### src/rtl/spi_pkg.sv
// Shared SPI master definitions: opcodes, controller states and frame geometry.
package spi_pkg;

    localparam int FRAME_W   = 10;
    localparam int PAYLOAD_W = 8;
    localparam int CNT_W     = 4;

    localparam logic [1:0] CMD_WR_ADDR = 2'b00;
    localparam logic [1:0] CMD_WR_DATA = 2'b01;
    localparam logic [1:0] CMD_RD_ADDR = 2'b10;
    localparam logic [1:0] CMD_RD_DATA = 2'b11;

    typedef enum logic [2:0] {
        ST_IDLE,
        ST_SHIFT_OUT,
        ST_TURN,
        ST_SHIFT_IN,
        ST_DONE
    } state_t;

endpackage

### src/rtl/spi_shift_reg.sv
// Parallel-load, MSB-first shift register; new bits enter at the LSB from ser_i.
// Load has priority over shift; one-cycle update, no backpressure.
module spi_shift_reg #(
    parameter int W = 10
) (
    input  logic         clk,
    input  logic         rst,
    input  logic         load_i,
    input  logic [W-1:0] load_dat_i,
    input  logic         shift_i,
    input  logic         ser_i,
    output logic [W-1:0] par_o
);

    logic [W-1:0] sr_q;

    always_ff @(posedge clk or posedge rst) begin
        if (rst) begin
            sr_q <= '0;
        end else if (load_i) begin
            sr_q <= load_dat_i;
        end else if (shift_i) begin
            sr_q <= {sr_q[W-2:0], ser_i};
        end
    end

    assign par_o = sr_q;

endmodule

### src/rtl/spi_master.sv
// SPI command master: sends a 10-bit {cmd,data} frame, and for read-data frames
// waits TURN_CYCLES then captures one byte from MISO. start is dropped while busy.
module spi_master
    import spi_pkg::*;
#(
    parameter int TURN_CYCLES = 2
) (
    input  logic                 clk,
    input  logic                 rst,
    input  logic                 start,
    input  logic [1:0]           cmd,
    input  logic [PAYLOAD_W-1:0] data,
    output logic                 SS_n,
    output logic                 MOSI,
    input  logic                 MISO,
    output logic                 busy,
    output logic                 done,
    output logic [PAYLOAD_W-1:0] rd_data,
    output logic                 rd_valid
);

    localparam logic [CNT_W-1:0] OUT_LOAD  = CNT_W'(FRAME_W - 1);
    localparam logic [CNT_W-1:0] TURN_LOAD = CNT_W'(TURN_CYCLES - 1);
    localparam logic [CNT_W-1:0] IN_LOAD   = CNT_W'(PAYLOAD_W - 1);

    state_t               state_q, state_d;
    logic [CNT_W-1:0]     cnt_q, cnt_d;
    logic                 rd_op_q, rd_op_d;
    logic [PAYLOAD_W-1:0] rd_data_q, rd_data_d;

    logic                 sr_load;
    logic                 sr_shift;
    logic [FRAME_W-1:0]   sr_q;
    logic                 sr_unused;

    // One register serves both directions: the frame shifts out of the MSB while
    // MISO shifts into the LSB, so after SHIFT_IN the byte sits in the low 8 bits.
    spi_shift_reg #(
        .W(FRAME_W)
    ) u_shift (
        .clk       (clk),
        .rst       (rst),
        .load_i    (sr_load),
        .load_dat_i({cmd, data}),
        .shift_i   (sr_shift),
        .ser_i     (MISO),
        .par_o     (sr_q)
    );

    assign sr_unused = sr_q[FRAME_W-2];

    always_ff @(posedge clk or posedge rst) begin
        if (rst) begin
            state_q   <= ST_IDLE;
            cnt_q     <= '0;
            rd_op_q   <= 1'b0;
            rd_data_q <= '0;
        end else begin
            state_q   <= state_d;
            cnt_q     <= cnt_d;
            rd_op_q   <= rd_op_d;
            rd_data_q <= rd_data_d;
        end
    end

    always_comb begin
        state_d   = state_q;
        cnt_d     = cnt_q;
        rd_op_d   = rd_op_q;
        rd_data_d = rd_data_q;
        sr_load   = 1'b0;
        sr_shift  = 1'b0;
        unique case (state_q)
            ST_IDLE: begin
                if (start) begin
                    state_d = ST_SHIFT_OUT;
                    cnt_d   = OUT_LOAD;
                    rd_op_d = (cmd == CMD_RD_DATA);
                    sr_load = 1'b1;
                end
            end
            ST_SHIFT_OUT: begin
                sr_shift = 1'b1;
                if (cnt_q == '0) begin
                    state_d = rd_op_q ? ST_TURN : ST_DONE;
                    cnt_d   = rd_op_q ? TURN_LOAD : '0;
                end else begin
                    cnt_d = cnt_q - 1'b1;
                end
            end
            ST_TURN: begin
                if (cnt_q == '0) begin
                    state_d = ST_SHIFT_IN;
                    cnt_d   = IN_LOAD;
                end else begin
                    cnt_d = cnt_q - 1'b1;
                end
            end
            ST_SHIFT_IN: begin
                sr_shift = 1'b1;
                if (cnt_q == '0) begin
                    state_d = ST_DONE;
                end else begin
                    cnt_d = cnt_q - 1'b1;
                end
            end
            ST_DONE: begin
                state_d = ST_IDLE;
                if (rd_op_q) begin
                    rd_data_d = sr_q[PAYLOAD_W-1:0];
                end
            end
            default: state_d = ST_IDLE;
        endcase
    end

    // rd_data bypasses the holding register in DONE so it is valid alongside rd_valid.
    always_comb begin
        SS_n     = 1'b1;
        MOSI     = 1'b0;
        busy     = 1'b0;
        done     = 1'b0;
        rd_valid = 1'b0;
        rd_data  = rd_data_q;
        unique case (state_q)
            ST_SHIFT_OUT: begin
                SS_n = 1'b0;
                MOSI = sr_q[FRAME_W-1];
                busy = 1'b1;
            end
            ST_TURN, ST_SHIFT_IN: begin
                SS_n = 1'b0;
                busy = 1'b1;
            end
            ST_DONE: begin
                done     = 1'b1;
                rd_valid = rd_op_q;
                if (rd_op_q) begin
                    rd_data = sr_q[PAYLOAD_W-1:0];
                end
            end
            default: ;
        endcase
    end

endmodule

### config.mk
export PLATFORM = sky130hd
export DESIGN_NAME = spi_master
export DESIGN_NICKNAME = d
export VERILOG_FILES = /design/src/rtl/spi_pkg.sv /design/src/rtl/spi_shift_reg.sv /design/src/rtl/spi_master.sv
export SDC_FILE = /design/constraint.sdc
export NUM_CORES = 1
export LEC_CHECK = 0
export ABC_AREA = 1
export CELL_PAD_IN_SITES_DETAIL_PLACEMENT = 0
export CELL_PAD_IN_SITES_GLOBAL_PLACEMENT = 1
export CORE_AREA = 2 2 67 69
export CTS_CLUSTER_DIAMETER = 120
export DETAILED_ROUTE_END_ITERATION = 12
export DIE_AREA = 0 0 69 71
export GPL_TIMING_DRIVEN = 0
export PLACE_DENSITY = 0.82
export SYNTH_ARGS = -nofsm -noshare
export SYNTH_HDL_FRONTEND = slang
export SYNTH_SLANG_ARGS = --single-unit
### constraint.sdc
create_clock -name clk -period 1.5 [get_ports clk]
set_clock_uncertainty 0.1 [all_clocks]
set_input_delay 0.3 -clock clk [delete_from_list [all_inputs] [get_ports clk]]
set_output_delay 0.3 -clock clk [all_outputs]
set_load 0.05 [all_outputs]
==> results of run 1 <==
[state kept, by name, summed over array words and instances, names as in the netlist]
name / cells
cnt_q: 4
rd_data_q: 8
rd_op_q: 1
state_q: 3
u_shift.par_o: 10
[timing repair]
item	4_1_cts	5_1_grt
setup endpoints to repair	18	33
pin swaps	6	7
buffers inserted	25	6
resized for setup	122	27
gates cloned	1	1
[stage by stage]
stage                     total power, mW  hold WS, ns  area [sq um]  setup slack (ns)  utilization (%)
after floorplan                     3.442       0.2399          1493           -0.1807                -
after global placement              4.085       0.3633          1818           -0.9839            43.24
after detailed placement            4.140       0.3752          1818           -0.9904            43.24
after CTS                           5.378       0.3966          2220           -0.5481            52.80
after global routing                6.099       0.3860          2327           -0.6073            55.36
final                               5.681       0.3318          2327           -0.5370            55.36
[layout make-up]
type                            instances  share of cell area, %
Tap cell                               52                  2.796
Inverter                               23                  4.409
Multi-Input combinational cell        120                  35.05
Timing Repair Buffer                   58                  26.67
Clock buffer                            4                  2.366
Sequential cell                        26                  28.06
Buffer                                  1                 0.6452
[cells in the mapped netlist (all sizes together)]
| cell | number | area share, % |
|---|---|---|
| o21ai | 19 | 7.1 |
| nor3 | 1 | 0.36 |
| nand2 | 55 | 16 |
| nor2 | 20 | 7.7 |
| xor2 | 1 | 0.63 |
| ha | 2 | 1.8 |
| inv | 23 | 6.4 |
| nand3 | 9 | 4.3 |
| buf | 3 | 2.4 |
| a31oi | 3 | 1.3 |
| dfrtp | 26 | 47 |
| o211ai | 2 | 1.1 |
| a21oi | 1 | 0.36 |
| o221ai | 1 | 0.63 |
| o21a | 5 | 2.7 |
| nand3b | 1 | 0.54 |
[report_power, final]
| group | internal (mW) | switching (mW) | leakage (nW) |
|---|---|---|---|
| combinational | 1.77 | 2.18 | 0.773 |
| sequential | 1.06 | 0.219 | 0.310 |
| clock | 0.235 | 0.222 | 0.0288 |
| total | 3.06 | 2.62 | 1.11 |
[worst paths after layout]
check,depth (start not counted),endpoint
max,8,rd_data[5]
min,2,u_shift.par_o[8]
max reg2reg,13,cnt_q[3]
min reg2reg,2,cnt_q[1]
max in group asynchronous,2,state_q[0]
min in group clk,2,cnt_q[1]
[cells by family after synthesis]
family	after synthesis	share of synthesized area (%)
AOI/OAI and AO/OA	31	13.21
xor gates and xnor gates	1	0.6290
adders and majority gates	2	1.797
buffers and inverters	26	8.804
DFF	26	46.72
and+or+nand+nor	86	28.84
[critical path, stage by stage (launching register included)]
cell and delay [ns]:
dfrtp_2 0.44, nor2_4 0.14, nand2_4 0.08, nor2_4 0.18
buf_6 0.13, buf_6 0.09, nand2_2 0.04, o21a_4 0.12
buf_8 0.14
[metal layers]
metal  part of all wire (%)  routed length, um  GRT usage, %
met5                      0                  0             0
met4                    1.1                 40         6.754
met3                    2.7                 97         2.422
met2                     53               1880         25.96
met1                     43               1534         19.50
==> impl_metrics.tcl, run 1 <==
set metrics [dict create \
    status "complete, but fails checks" \
    violations "setup timing" \
    crit_start "state_q[0]" \
    vias 1304 \
    rows 24 \
    nFillCells 386 \
    cts_root_buf "clkbuf_8" \
    multi_input_area_sq_um 815.8 \
    power.density_mw_per_mm2 2441 \
    die_h_um 71 \
    ys_types 25 \
    mostFrequentLayoutCell "nand2_1" \
    fmax_ghz 0.4909 \
    antenna_found_initial 0 \
    hp-class "in -> async" \
    detail_route.wl_per_cell_um 12.51 \
    p_leak_nw 1.112 \
    path_clk_slew_ns 0.09 \
    place_inst 250 \
    rsz0062_at_grt "yes" \
    ctsLongestPathBuffers 2 \
    seq_area_sq_um 653.1 \
    syn_area_per_cell_sq_um 8.096 \
    num-nets-final 249 \
    path_max_fanout 4 \
    maxCapViolCount 0 \
    max-slew-margin-rel_pct 61.04 \
    syn_nets 188 \
    grt_pass1_vias 1354 \
    first_pass_iters 4 \
    dieArea_sq_mm 0.004899 \
    grt_max_degree 27 \
    die_w_um 69 \
    min_period_ns 2.037 \
    layout-drive-gt1-share_pct 45.26 \
    path_class "reg -> out" \
    ir_drop_mv 1.332 \
    crit_required_ns 1.10 \
    areaGrowthSynthToFinish_pct 67.12 \
    endpoint_kind "primary output" \
    setup_violations 24 \
    rr_startpoint "state_q[1]" \
    hold_buffers 0 \
    syn-cell-area_sq_mm 0.001393 \
    slew_violations 0 \
    worstMarginPinSlew_ns 0.5831 \
    h-tree-depth 1 \
    io_pins 27 \
    fin_ws_ns -0.5370 \
    fin_crit_sh_pct 135.8 \
    synthCells 172 \
    drc 0 \
    synth-seq-area-share_pct 46.72 \
    yosysWarnings 0 \
    gp_congestion 0.7516 \
    drt_iter0_markers 52 \
    postRouteAntennaNets 0 \
    drt-vias-per-instance 4.592 \
    ys_ff_latch 26 \
    fin_tns_setup_ns -6.753 \
    cp-start-kind "flip-flop" \
    cts-buffers-inserted 3 \
    final_cell_mix "nand2_1 (38), dfrtp_1 (24), buf_4 (19)" \
    clkSinkCount 26 \
    grt.total_usage_pct 15.35 \
    rrSetupSlack_ns -0.33 \
    hold_violations 0 \
    core_sq_mm 0.004204 \
    instances_no_fill 284 \
    dpl.hpwl_mm 2.219 \
    clkLatencyLatePin_ns 0.27 \
    grt_pass1_wl_mm 6.154 \
    start_util_pct 33.13 \
    cp.arrival_ns 1.64 \
    cts_tree "built" \
    io_buffers 26 \
    totalWireLength_mm 3.553 \
    diodes 0 \
    overflow 0 \
]
(Power assumes the default switching activity.)
==> inputs of run 2 (changes only) <==
--- a/config.mk
+++ b/config.mk
@@ -14,6 +14,7 @@
 export DIE_AREA = 0 0 69 71
 export GPL_TIMING_DRIVEN = 0
 export PLACE_DENSITY = 0.82
+export SLEW_MARGIN = 0
 export SYNTH_ARGS = -nofsm -noshare
 export SYNTH_HDL_FRONTEND = slang
 export SYNTH_SLANG_ARGS = --single-unit
==> results of run 2 <==
No change in the layout: final DEF, timing and power equal those of run 1.
==> inputs of run 3 (changes only) <==
--- a/config.mk
+++ b/config.mk
@@ -6,14 +6,14 @@
 export NUM_CORES = 1
 export LEC_CHECK = 0
 export ABC_AREA = 1
-export CELL_PAD_IN_SITES_DETAIL_PLACEMENT = 0
-export CELL_PAD_IN_SITES_GLOBAL_PLACEMENT = 1
-export CORE_AREA = 2 2 67 69
+export CELL_PAD_IN_SITES_DETAIL_PLACEMENT = 1
+export CELL_PAD_IN_SITES_GLOBAL_PLACEMENT = 2
+export CORE_AREA = 2 2 77 79
 export CTS_CLUSTER_DIAMETER = 120
 export DETAILED_ROUTE_END_ITERATION = 12
-export DIE_AREA = 0 0 69 71
+export DIE_AREA = 0 0 79 81
 export GPL_TIMING_DRIVEN = 0
-export PLACE_DENSITY = 0.82
+export PLACE_DENSITY_LB_ADDON = 0.1
 export SLEW_MARGIN = 0
 export SYNTH_ARGS = -nofsm -noshare
 export SYNTH_HDL_FRONTEND = slang
==> impl_metrics.tcl, run 3 (synthesized netlist as in run 1, its figures left out) <==
set metrics [dict create \
    place_inst 273 \
    path_clk_slew_ns 0.11 \
    p_leak_nw 1.054 \
    ctsLongestPathBuffers 2 \
    power.density_mw_per_mm2 2452 \
    slowest_stage "dfrtp_1" \
    rr_startpoint "state_q[1]" \
    max-slew-margin-rel_pct 58.90 \
    crit_buf_inv 3 \
    mostFrequentLayoutCell "nand2_1" \
    totalWireLength_mm 4.055 \
    core_sq_mm 0.005675 \
    antenna_found_initial 0 \
    cp_top_family "buffers and inverters" \
    r2r_end "u_shift.par_o[9]" \
    slew_violations 0 \
    dpl.hpwl_mm 2.758 \
    io_pins 27 \
    path_max_fanout 5 \
    fin_crit_sh_pct 134.7 \
    largest_register_ffs 10 \
    r2r_cells 8 \
    min_period_ns 2.020 \
    endpoint_kind "primary output" \
    io_buffers 26 \
    vias 1338 \
    grt_pass1_wl_mm 6.575 \
    postRouteAntennaNets 0 \
    grt_max_degree 27 \
    p_total_mw 5.588 \
    setup_violations 25 \
    nFillCells 669 \
    violations "setup timing" \
    drt-vias-per-instance 4.475 \
    overflow 0 \
    dieArea_sq_mm 0.006399 \
    status "complete, but fails checks" \
    final_cell_mix "nand2_1 (35), dfrtp_1 (24), inv_1 (15)" \
    hold_violations 0 \
    areaGrowthSynthToFinish_pct 63.61 \
    pwr-share-clk_pct 8.7 \
    rows 28 \
    crit_chain "buf_6 -> nor2_4 -> nand2_4 -> nor2_4 -> buf_6 -> nand2_4 -> o21a_4 -> buf_8" \
    grt_pass1_vias 1390 \
    cp-start-kind "flip-flop" \
    cts_tree "built" \
    drc 0 \
    h-tree-depth 1 \
    gp_congestion 0.6812 \
    detail_route.wl_per_cell_um 13.56 \
    die_w_um 79 \
    layout-drive-gt1-share_pct 42.41 \
    grt.total_usage_pct 13.35 \
    die_h_um 81 \
    num-nets-final 241 \
    multi_input_area_sq_um 814.5 \
    ir_drop_mv 1.077 \
    maxCapViolCount 0 \
    cts-buffers-inserted 3 \
    drt_iter0_markers 48 \
    clkSinkCount 26 \
    start_util_pct 24.54 \
    p_int_mw 2.935 \
    rrSetupSlack_ns -0.06 \
    p_sw_share_pct 47.48 \
    power_switching_mw 2.653 \
    fmax_ghz 0.4950 \
    seq_area_sq_um 653.1 \
    first_pass_iters 4 \
    cts_root_buf "clkbuf_8" \
    worstMarginPinSlew_ns 0.6152 \
    instances_no_fill 299 \
    rsz0062_at_grt "yes" \
    crit_required_ns 1.10 \
    path_class "reg -> out" \
    p_comb_share_pct 68.7 \
    clkLatencyLatePin_ns 0.28 \
    diodes 0 \
    cpPeakStageDelay_ns 0.39 \
    cp.arrival_ns 1.62 \
    p_seq_share_pct 22.6 \
    fin_ws_ns -0.5202 \
    hp-class "in -> async" \
]
## run 3: changes by cell type in the layout (fill, tap and decap cells not counted), moves of 2 or more
| cell | delta |
|---|---|
| buf_4 | -6 |
| inv_4 | -2 |
| nand2_1 | -3 |
| nand2_2 | +4 |
| nand2_4 | -2 |
## run 3: cell type report
cell class              instances  area share (%)
multi-input cells             120           35.75
repair buffers                 49           23.61
inverters                      23           4.283
well taps                      75           4.119
plain buffers                   2           1.153
flip-flops and latches         26           28.67
clock buffers                   4           2.416
## run 3: power groups by stage
stage / Clock (mW) / Sequential, mW / Combinational, mW
6_report: 0.484 / 1.26 / 3.84
5_1_grt: 0.523 / 1.31 / 4.19
4_1_cts: 0.498 / 1.26 / 3.47
3_5_place_dp: 0 / 1.30 / 2.92
3_3_place_gp: 0 / 1.29 / 2.88
2_1_floorplan: 0 / 1.24 / 2.20
## run 3: through the flow
stage	util [%]	hold WS (ns)	area [sq um]	setup WS [ns]	setup TNS [ns]
floorplan	-	0.2399	1493	-0.1807	-1.535
global placement	32.54	0.3707	1847	-0.9627	-18.32
detailed placement	32.54	0.3818	1847	-0.9807	-19.46
CTS	37.48	0.3561	2127	-0.5677	-5.999
global route	40.15	0.3875	2278	-0.5982	-7.932
finish	40.15	0.3313	2278	-0.5202	-5.732
## run 3: worst max path at each step
stage               start  slack [ns]          to  cells after the start
2_1_floorplan  state_q[0]       -0.18  rd_data[1]                      5
3_3_place_gp   state_q[0]       -0.96  rd_data[4]                      7
3_5_place_dp   state_q[0]       -0.98  rd_data[3]                      7
4_1_cts        state_q[1]       -0.57  rd_data[7]                      8
5_1_grt        state_q[1]       -0.60  rd_data[3]                      8
6_report       state_q[1]       -0.52  rd_data[6]                      8
## run 3: worst register-to-register path, stage by stage (launching register included)
cell,delay [ns]
dfrtp_1,0.39
buf_6,0.13
nor2_4,0.11
buf_4,0.12
buf_6,0.10
nand3_4,0.12
clkbuf_16,0.20
o21ai_1,0.11
o21ai_1,0.08
## run 3: per-layer routing
metal  track usage [%]  up-vias  share of wire (%)
met5                 0        -                  0
met4             4.138        0                1.1
met3             2.000        5                2.1
met2             24.58       14                 54
met1             16.06      666                 43
li1                  -      653                  -
## run 3: timing repair
item                                    4_1_cts  5_1_grt
hold endpoints to repair                      0        0
endpoints found under the setup margin       23       29
cloned                                        1        1
setup buffers                                15        8
gates resized for setup                     114       28
hold buffers                                  0        0
pin swaps                                     4        5
